## config.mk

```make
export PLATFORM = sky130hd
export DESIGN_NAME = decode_stage
export DESIGN_NICKNAME = d
export VERILOG_FILES = /design/src/rtl/decode_pkg.sv /design/src/rtl/decode_fields.sv /design/src/rtl/decode_stage.sv
export SDC_FILE = /design/constraint.sdc
export NUM_CORES = 1
export LEC_CHECK = 0
export CAP_MARGIN = 5
export CORE_MARGIN = 3
export CORE_UTILIZATION = 57
export CTS_CLUSTER_SIZE = 28
export DETAILED_ROUTE_END_ITERATION = 12
export PLACE_DENSITY = 0.87
export SLEW_MARGIN = 25
export SYNTH_ARGS = -nofsm -noshare
export SYNTH_HDL_FRONTEND = slang
export SYNTH_SLANG_ARGS = --single-unit
```

## constraint.sdc

```tcl
create_clock -name clk -period 3.37 [get_ports clk]
set_input_delay 0.8425 -clock clk [delete_from_list [all_inputs] [get_ports clk]]
set_output_delay 0.8425 -clock clk [all_outputs]
set_load 0.005 [all_outputs]
```

## src/rtl/decode_pkg.sv

```systemverilog
// Shared types for the RV32I decode stage: class/immediate codes, opcode
// values and the decoded-field record carried through the output queue.
package decode_pkg;

  typedef enum logic [3:0] {
    IT_UNKNOWN  = 4'b0000,
    IT_LOAD     = 4'b0001,
    IT_STORE    = 4'b0010,
    IT_OP       = 4'b0011,
    IT_OP_IMM   = 4'b0100,
    IT_BRANCH   = 4'b0101,
    IT_JAL      = 4'b0110,
    IT_JALR     = 4'b0111,
    IT_LUI      = 4'b1000,
    IT_AUIPC    = 4'b1001,
    IT_SYSTEM   = 4'b1010,
    IT_MISC_MEM = 4'b1011
  } inst_type_e;

  typedef enum logic [2:0] {
    IMM_I    = 3'b000,
    IMM_S    = 3'b001,
    IMM_R    = 3'b010,
    IMM_B    = 3'b011,
    IMM_J    = 3'b100,
    IMM_U    = 3'b101,
    IMM_NONE = 3'b111
  } imm_type_e;

  localparam logic [6:0] OPC_LOAD     = 7'b0000011;
  localparam logic [6:0] OPC_MISC_MEM = 7'b0001111;
  localparam logic [6:0] OPC_OP_IMM   = 7'b0010011;
  localparam logic [6:0] OPC_AUIPC    = 7'b0010111;
  localparam logic [6:0] OPC_STORE    = 7'b0100011;
  localparam logic [6:0] OPC_OP       = 7'b0110011;
  localparam logic [6:0] OPC_LUI      = 7'b0110111;
  localparam logic [6:0] OPC_BRANCH   = 7'b1100011;
  localparam logic [6:0] OPC_JALR     = 7'b1100111;
  localparam logic [6:0] OPC_JAL      = 7'b1101111;
  localparam logic [6:0] OPC_SYSTEM   = 7'b1110011;

  typedef struct packed {
    logic [6:0] opcode;
    inst_type_e inst_type;
    imm_type_e  imm_type;
    logic [4:0] rd;
    logic [4:0] rs1;
    logic [4:0] rs2;
    logic [2:0] func3;
    logic [6:0] func7;
    logic       illegal;
  } decoded_t;

endpackage

```

## src/rtl/decode_fields.sv

```systemverilog
// Combinational RV32I field extraction: raw instruction to decoded record
// plus a 32-bit sign-extended immediate. The illegal-encoding check is built
// only when DECODE_ILLEGAL_CHECK_EN is defined; otherwise illegal stays 0.
module decode_fields
  import decode_pkg::*;
(
  input  logic [31:0] instr,
  output decoded_t    dec,
  output logic [31:0] imm
);

  logic [2:0] f3;
  logic [6:0] f7;
  assign f3 = instr[14:12];
  assign f7 = instr[31:25];

`ifdef DECODE_ILLEGAL_CHECK_EN
  function automatic logic illegal_chk(input logic [31:0] i);
    logic [2:0] c3;
    logic [6:0] c7;
    logic       bad;
    c3  = i[14:12];
    c7  = i[31:25];
    bad = 1'b0;
    case (i[6:0])
      OPC_OP:     bad = !((c7 == 7'h00) ||
                          ((c7 == 7'h20) && ((c3 == 3'b000) || (c3 == 3'b101))));
      OPC_OP_IMM: if ((c3 == 3'b001) || (c3 == 3'b101))
                    bad = !((c7 == 7'h00) || ((c7 == 7'h20) && (c3 == 3'b101)));
      OPC_LOAD:   bad = (c3 == 3'b011) || (c3 == 3'b110) || (c3 == 3'b111);
      OPC_STORE:  bad = (c3 > 3'b010);
      OPC_BRANCH: bad = (c3 == 3'b010) || (c3 == 3'b011);
      OPC_JALR:   bad = (c3 != 3'b000);
      OPC_LUI, OPC_AUIPC, OPC_JAL, OPC_SYSTEM, OPC_MISC_MEM: bad = 1'b0;
      default:    bad = 1'b1;
    endcase
    return bad;
  endfunction
`endif

  // Format-driven field selection; fields absent from a format stay zero.
  always_comb begin
    dec           = '0;
    dec.inst_type = IT_UNKNOWN;
    dec.imm_type  = IMM_NONE;
    imm           = '0;
    case (instr[6:0])
      OPC_OP: begin
        dec.inst_type = IT_OP;
        dec.imm_type  = IMM_R;
        dec.rd = instr[11:7]; dec.rs1 = instr[19:15]; dec.rs2 = instr[24:20];
        dec.func3 = f3; dec.func7 = f7;
      end
      OPC_OP_IMM, OPC_LOAD, OPC_JALR, OPC_SYSTEM, OPC_MISC_MEM: begin
        case (instr[6:0])
          OPC_OP_IMM: dec.inst_type = IT_OP_IMM;
          OPC_LOAD:   dec.inst_type = IT_LOAD;
          OPC_JALR:   dec.inst_type = IT_JALR;
          OPC_SYSTEM: dec.inst_type = IT_SYSTEM;
          default:    dec.inst_type = IT_MISC_MEM;
        endcase
        dec.imm_type = IMM_I;
        dec.rd = instr[11:7]; dec.rs1 = instr[19:15]; dec.func3 = f3;
        if (instr[6:0] == OPC_OP_IMM) dec.func7 = f7;
        imm = {{20{instr[31]}}, instr[31:20]};
      end
      OPC_STORE: begin
        dec.inst_type = IT_STORE;
        dec.imm_type  = IMM_S;
        dec.rs1 = instr[19:15]; dec.rs2 = instr[24:20]; dec.func3 = f3;
        imm = {{20{instr[31]}}, instr[31:25], instr[11:7]};
      end
      OPC_BRANCH: begin
        dec.inst_type = IT_BRANCH;
        dec.imm_type  = IMM_B;
        dec.rs1 = instr[19:15]; dec.rs2 = instr[24:20]; dec.func3 = f3;
        imm = {{19{instr[31]}}, instr[31], instr[7], instr[30:25], instr[11:8], 1'b0};
      end
      OPC_JAL: begin
        dec.inst_type = IT_JAL;
        dec.imm_type  = IMM_J;
        dec.rd = instr[11:7];
        imm = {{11{instr[31]}}, instr[31], instr[19:12], instr[20], instr[30:21], 1'b0};
      end
      OPC_LUI, OPC_AUIPC: begin
        dec.inst_type = (instr[6:0] == OPC_LUI) ? IT_LUI : IT_AUIPC;
        dec.imm_type  = IMM_U;
        dec.rd = instr[11:7];
        imm = {instr[31:12], 12'b0};
      end
      default: ;
    endcase
    if (dec.inst_type != IT_UNKNOWN) dec.opcode = instr[6:0];
`ifdef DECODE_ILLEGAL_CHECK_EN
    dec.illegal = illegal_chk(instr);
`endif
  end

endmodule

```

## src/rtl/decode_stage.sv

```systemverilog
// Registered RV32I decode stage: decodes the offered instruction and writes
// the result into a DEPTH-entry queue; outputs come straight from the head
// entry. Optional illegal-encoding flag: DECODE_ILLEGAL_CHECK_EN.
module decode_stage
  import decode_pkg::*;
#(
  parameter int XLEN  = 32,
  parameter int DEPTH = 2
) (
  input  logic                     clk,
  input  logic                     rst,
  input  logic                     flush,
  input  logic                     in_valid,
  output logic                     in_ready,
  input  logic [31:0]              in_instr,
  input  logic [XLEN-1:0]          in_pc,
  output logic                     out_valid,
  input  logic                     out_ready,
  output logic [XLEN-1:0]          out_pc,
  output logic [6:0]               out_opcode,
  output logic [3:0]               out_inst_type,
  output logic [2:0]               out_imm_type,
  output logic [4:0]               out_rd,
  output logic [4:0]               out_rs1,
  output logic [4:0]               out_rs2,
  output logic [2:0]               out_func3,
  output logic [6:0]               out_func7,
  output logic [XLEN-1:0]          out_imm,
  output logic                     out_illegal,
  output logic [$clog2(DEPTH):0]   count
);

  localparam int PW = (DEPTH > 1) ? $clog2(DEPTH) : 1;
  localparam int CW = $clog2(DEPTH) + 1;

  typedef struct packed {
    decoded_t        dec;
    logic [XLEN-1:0] pc;
    logic [XLEN-1:0] imm;
  } entry_t;

  entry_t          mem_q [DEPTH];
  entry_t          mem_d [DEPTH];
  logic [PW-1:0]   wr_ptr_q, wr_ptr_d, rd_ptr_q, rd_ptr_d;
  logic [CW-1:0]   count_q, count_d;
  decoded_t        dec;
  logic [31:0]     imm32;
  logic [XLEN-1:0] imm_ext;
  entry_t          head;
  logic            push, pop;

  decode_fields u_fields (
    .instr (in_instr),
    .dec   (dec),
    .imm   (imm32)
  );

  function automatic logic [PW-1:0] ptr_inc(input logic [PW-1:0] p);
    return (p == PW'(DEPTH - 1)) ? '0 : p + 1'b1;
  endfunction

  // Widen the 32-bit immediate by replicating its sign bit.
  always_comb begin
    imm_ext        = {XLEN{imm32[31]}};
    imm_ext[31:0]  = imm32;
  end

  assign in_ready  = (count_q < CW'(DEPTH)) && !flush;
  assign out_valid = (count_q != '0);
  assign push      = in_valid && in_ready;
  assign pop       = out_valid && out_ready;

  // Queue next-state: write at tail, advance head on pop, flush clears.
  always_comb begin
    mem_d    = mem_q;
    wr_ptr_d = wr_ptr_q;
    rd_ptr_d = rd_ptr_q;
    count_d  = count_q;
    if (flush) begin
      wr_ptr_d = '0;
      rd_ptr_d = '0;
      count_d  = '0;
    end else begin
      if (push) begin
        mem_d[wr_ptr_q] = '{dec: dec, pc: in_pc, imm: imm_ext};
        wr_ptr_d        = ptr_inc(wr_ptr_q);
      end
      if (pop) rd_ptr_d = ptr_inc(rd_ptr_q);
      case ({push, pop})
        2'b10:   count_d = count_q + 1'b1;
        2'b01:   count_d = count_q - 1'b1;
        default: count_d = count_q;
      endcase
    end
  end

  // Queue state; reset clears storage so every output reads zero.
  always_ff @(posedge clk or negedge rst) begin
    if (!rst) begin
      for (int i = 0; i < DEPTH; i++) mem_q[i] <= '0;
      wr_ptr_q <= '0;
      rd_ptr_q <= '0;
      count_q  <= '0;
    end else begin
      mem_q    <= mem_d;
      wr_ptr_q <= wr_ptr_d;
      rd_ptr_q <= rd_ptr_d;
      count_q  <= count_d;
    end
  end

  assign head          = mem_q[rd_ptr_q];
  assign out_pc        = head.pc;
  assign out_imm       = head.imm;
  assign out_opcode    = head.dec.opcode;
  assign out_inst_type = head.dec.inst_type;
  assign out_imm_type  = head.dec.imm_type;
  assign out_rd        = head.dec.rd;
  assign out_rs1       = head.dec.rs1;
  assign out_rs2       = head.dec.rs2;
  assign out_func3     = head.dec.func3;
  assign out_func7     = head.dec.func7;
  assign out_illegal   = head.dec.illegal;
  assign count         = count_q;

endmodule

```

==> flow_metrics.py <==
metrics = {
    "timing": {
        "report.final.setup_viol": 0,
        "finalWorstPathRequiredPeriod_ps": 3120,
        "rsz_0062_raised_after_global_routing": "no",
        "min_period_over_period_pct": 92.7,
        "setup-tns-final_ps": 0,
        "slew_headroom_pct": 54.2,
        "report.final.hold_viol_count": 0,
        "tightest_slew_ps": 686,
        "finalHoldWorstSlack_ps": 302,
        "fmax_ghz": 0.320,
        "final_max_slew_viol_count": 0,
        "fin_skew_ps": 10.8,
    },
    "power_and_ir_drop": {
        "combinationalPowerShare_pct": 21.1,
        "internal-power_uw": 4950,
        "leakage_uw": 0.00564,
        "pwr_density_cell_nw_per_um2": 533,
        "clkPwrFrac_pct": 33.1,
        "switching_share_pct": 26.5,
        "worst_voltage_drop_across_the_vdd_grid_uv": 334,
        "seq_power_share_pct": 45.8,
        "power_switching_uw": 1780,
    },
    "clock_network": {
        "clk_root_buffer_cell": "sky130_fd_sc_hd__clkbuf_16",
        "post_cts_resized": 0,
        "clock_sink_count": 210,
        "clock_latency_ps": 500,
        "clock_path_buffers": 3,
        "cts-buffers-inserted": 22,
        "cts_hold_buffers": 0,
        "count_of_h_tree_levels_built_during_cts": 1,
        "tritoncts": "done",
        "post_cts_buffers": 0,
        "clkTransAtPathRegs_ps": 60,
    },
    "floorplanning": {
        "core_area_sq_um": 16800,
        "die_height_um": 138,
        "die_area_sq_um": 19000,
        "floorplan.rows": 47,
        "fp.dieW_um": 138,
        "initial_utilization_pct": 58.9,
        "io_pins": 177,
    },
    "setup_path": {
        "crit_path_start_kind": "flip-flop",
        "critical_path_buf_inv_count": 2,
        "ff2ff_setup_slack_ps": 1170,
        "critical_path.cell_chain": "buf_12, mux2_2, clkdlybuf4s50_1",
        "critPathMaxStageDelay_ps": 620,
        "critical_path_peak_fanout": 32,
        "worst_ep_arrival_time_ps": 2280,
        "timing_worst_setup_path_type": "flip-flop to primary output",
        "cp_data_required_time_ps": 2530,
        "worst_path_dominant_cell_family": "buffers and inverters",
        "cp_max_stage_cell": "sky130_fd_sc_hd__dfrtp_4",
        "crit_path_end_kind": "primary output",
    },
    "synthesis": {
        "netlist_top_cells_count": "322 x sky130_fd_sc_hd__nand2_1, 210 x sky130_fd_sc_hd__dfrtp_1, 104 x sky130_fd_sc_hd__mux2_2",
        "synth.ff_latch_count": 210,
        "synth_enable_flop_cells": 0,
        "synth_top_cells_by_area": "sky130_fd_sc_hd__dfrtp_1 53%, sky130_fd_sc_hd__nand2_1 12%, sky130_fd_sc_hd__mux2_2 12%",
        "synth_top_area_share_pct": 53.0,
        "number_of_distinct_library_cells_after_synthesis": 63,
        "avg_cell_area_syn_sq_um": 9.86,
        "syn-instance-count": 1005,
        "synth_largest_area_cell": "sky130_fd_sc_hd__dfrtp_1",
        "ys_warns": 0,
        "synth_ff_type": "sky130_fd_sc_hd__dfrtp_1",
        "ys_seq_area_share_pct": 53.0,
        "synth-async-reset-ratio_pct": 100,
        "synth.net_count": 1074,
        "syn_area_sq_um": 9910,
        "synthMostInstantiatedCell": "sky130_fd_sc_hd__nand2_1",
    },
    "finish": {
        "syn_to_final_growth_pct": 27.3,
        "layout-drive-gt1-share_pct": 16.0,
        "nNetsFinal": 1230,
        "postLayoutCoreUtil_pct": 75.0,
    },
    "grt": {
        "grt_use_met1_pct": 38.1,
        "wire_length_of_the_first_global_routing_pass_um": 42900,
        "global_route.usage.met3_pct": 4.75,
        "number_of_antenna_violations_at_the_first_check_in_global_routing": 0,
        "number_of_global_route_vias_before_repair": 8271,
        "grt.met2_usage_pct": 47.2,
        "maximum_number_of_pins_on_one_net_before_global_route_repair": 91,
        "grt.overflow.total": 0,
        "grt.busiest_layer": "met2",
        "grt_use_total_pct": 28.5,
    },
    "routing": {
        "drt_pass1_iterations": 5,
        "ant_nets": 0,
        "wire_per_inst_um": 19.5,
        "drt_wl_total_um": 27100,
        "route.vias.total": 8279,
        "avgViaCountPerCell": 5.95,
        "detail_route.drc_violations": 0,
        "first_iter_violations": 815,
    },
    "status": {
        "status": "completed",
    },
    "placed_design": {
        "io_buffers": 175,
        "gpl.final_weighted_congestion": 0.947,
        "dp_hpwl_um": 17800,
    },
    "flow_run": {
        "drv_cap": 0,
    },
    "min_path": {
        "min_path_type": "input pin to asynchronous set/reset pin",
    },
}
[registers in the layout (all words and copies together) (netlist names)]
| signal | flops |
|---|---|
| wr_ptr_q | 1 |
| count | 2 |
| rd_ptr_q | 1 |
| mem_q | 206 |
[power groups by stage]
| stage | Combinational, uW | Sequential (uW) | Clock (uW) |
|---|---|---|---|
| after floorplan | 732 | 3050 | 0 |
| after global placement | 1370 | 3090 | 0 |
| after detailed placement | 1410 | 3120 | 0 |
| after CTS | 1430 | 3080 | 2270 |
| after global routing | 1560 | 3120 | 2370 |
| final | 1420 | 3080 | 2220 |
[stage by stage]
step / instances / area (sq um) / total power (uW) / setup slack, ps
detailed placement: 1357 / 12000 / 4530 / 331
global route: 1391 / 12600 / 7050 / 205
global placement: 1357 / 12000 / 4460 / 402
CTS: 1391 / 12600 / 6770 / 248
finish: 1392 / 12600 / 6730 / 248
floorplan: 1005 / 9910 / 3780 / 1120
[metal layers]
layer  up-vias  share of wire, %
li1       3752                 -
met4         0               3.4
met5         -                 0
met3        69               7.9
met1      4077                39
met2       381                49
[logic make-up (layout without fill, tap and decap cells)]
family | count (synthesis) | after routing | synth area share [%]
and+or+nand+nor | 408 | 408 | 17.0
other | 1 | 2 | 0.0378
AOI/OAI and AO/OA | 192 | 192 | 13.4
adders and majority gates | 1 | 1 | 0.101
muxes | 105 | 105 | 11.9
DFF | 210 | 210 | 53.0
xor gates and xnor gates | 4 | 4 | 0.354
buffers and inverters | 84 | 250 | 4.09
[cell type report]
class                           instances  area (sq um)
Sequential cell                       210          5260
Multi-Input combinational cell        711          4290
Fill cell                            1145          4210
Timing Repair Buffer                  208          2100
Clock buffer                           33           643
Tap cell                              220           275
Inverter                                8          30.0
Clock inverter                          1          7.51
Antenna cell                            1          2.50
[final timing paths]
path                                          endpoint                    from  cells past startpoint
max in group asynchronous        mem_q[13]$_DFFE_PN0P_                     rst                      2
worst min register to register  mem_q[138]$_DFFE_PN0P_  mem_q[138]$_DFFE_PN0P_                      2
worst max-delay path                         out_rd[4]    rd_ptr_q$_DFFE_PN0P_                      3
min in group clk                mem_q[138]$_DFFE_PN0P_  mem_q[138]$_DFFE_PN0P_                      2
worst max register to register  mem_q[134]$_DFFE_PN0P_    count[1]$_DFFE_PN0P_                      4
worst min-delay path             mem_q[57]$_DFFE_PN0P_                     rst                      1
[placed cells by master, fill, tap and decap left out, drive strengths merged, types with 12 or more instances in the layout]
master         instances
o211ai                22
mux2                 104
a21oi                 24
o21ai                 53
a32o                  12
nand2                322
a22o                  20
buf                   33
clkbuf                34
clkdlybuf4s50        174
dfrtp                210
a31oi                 19
nor2                  44
Note: power is estimated with default switching activity, not from simulation.
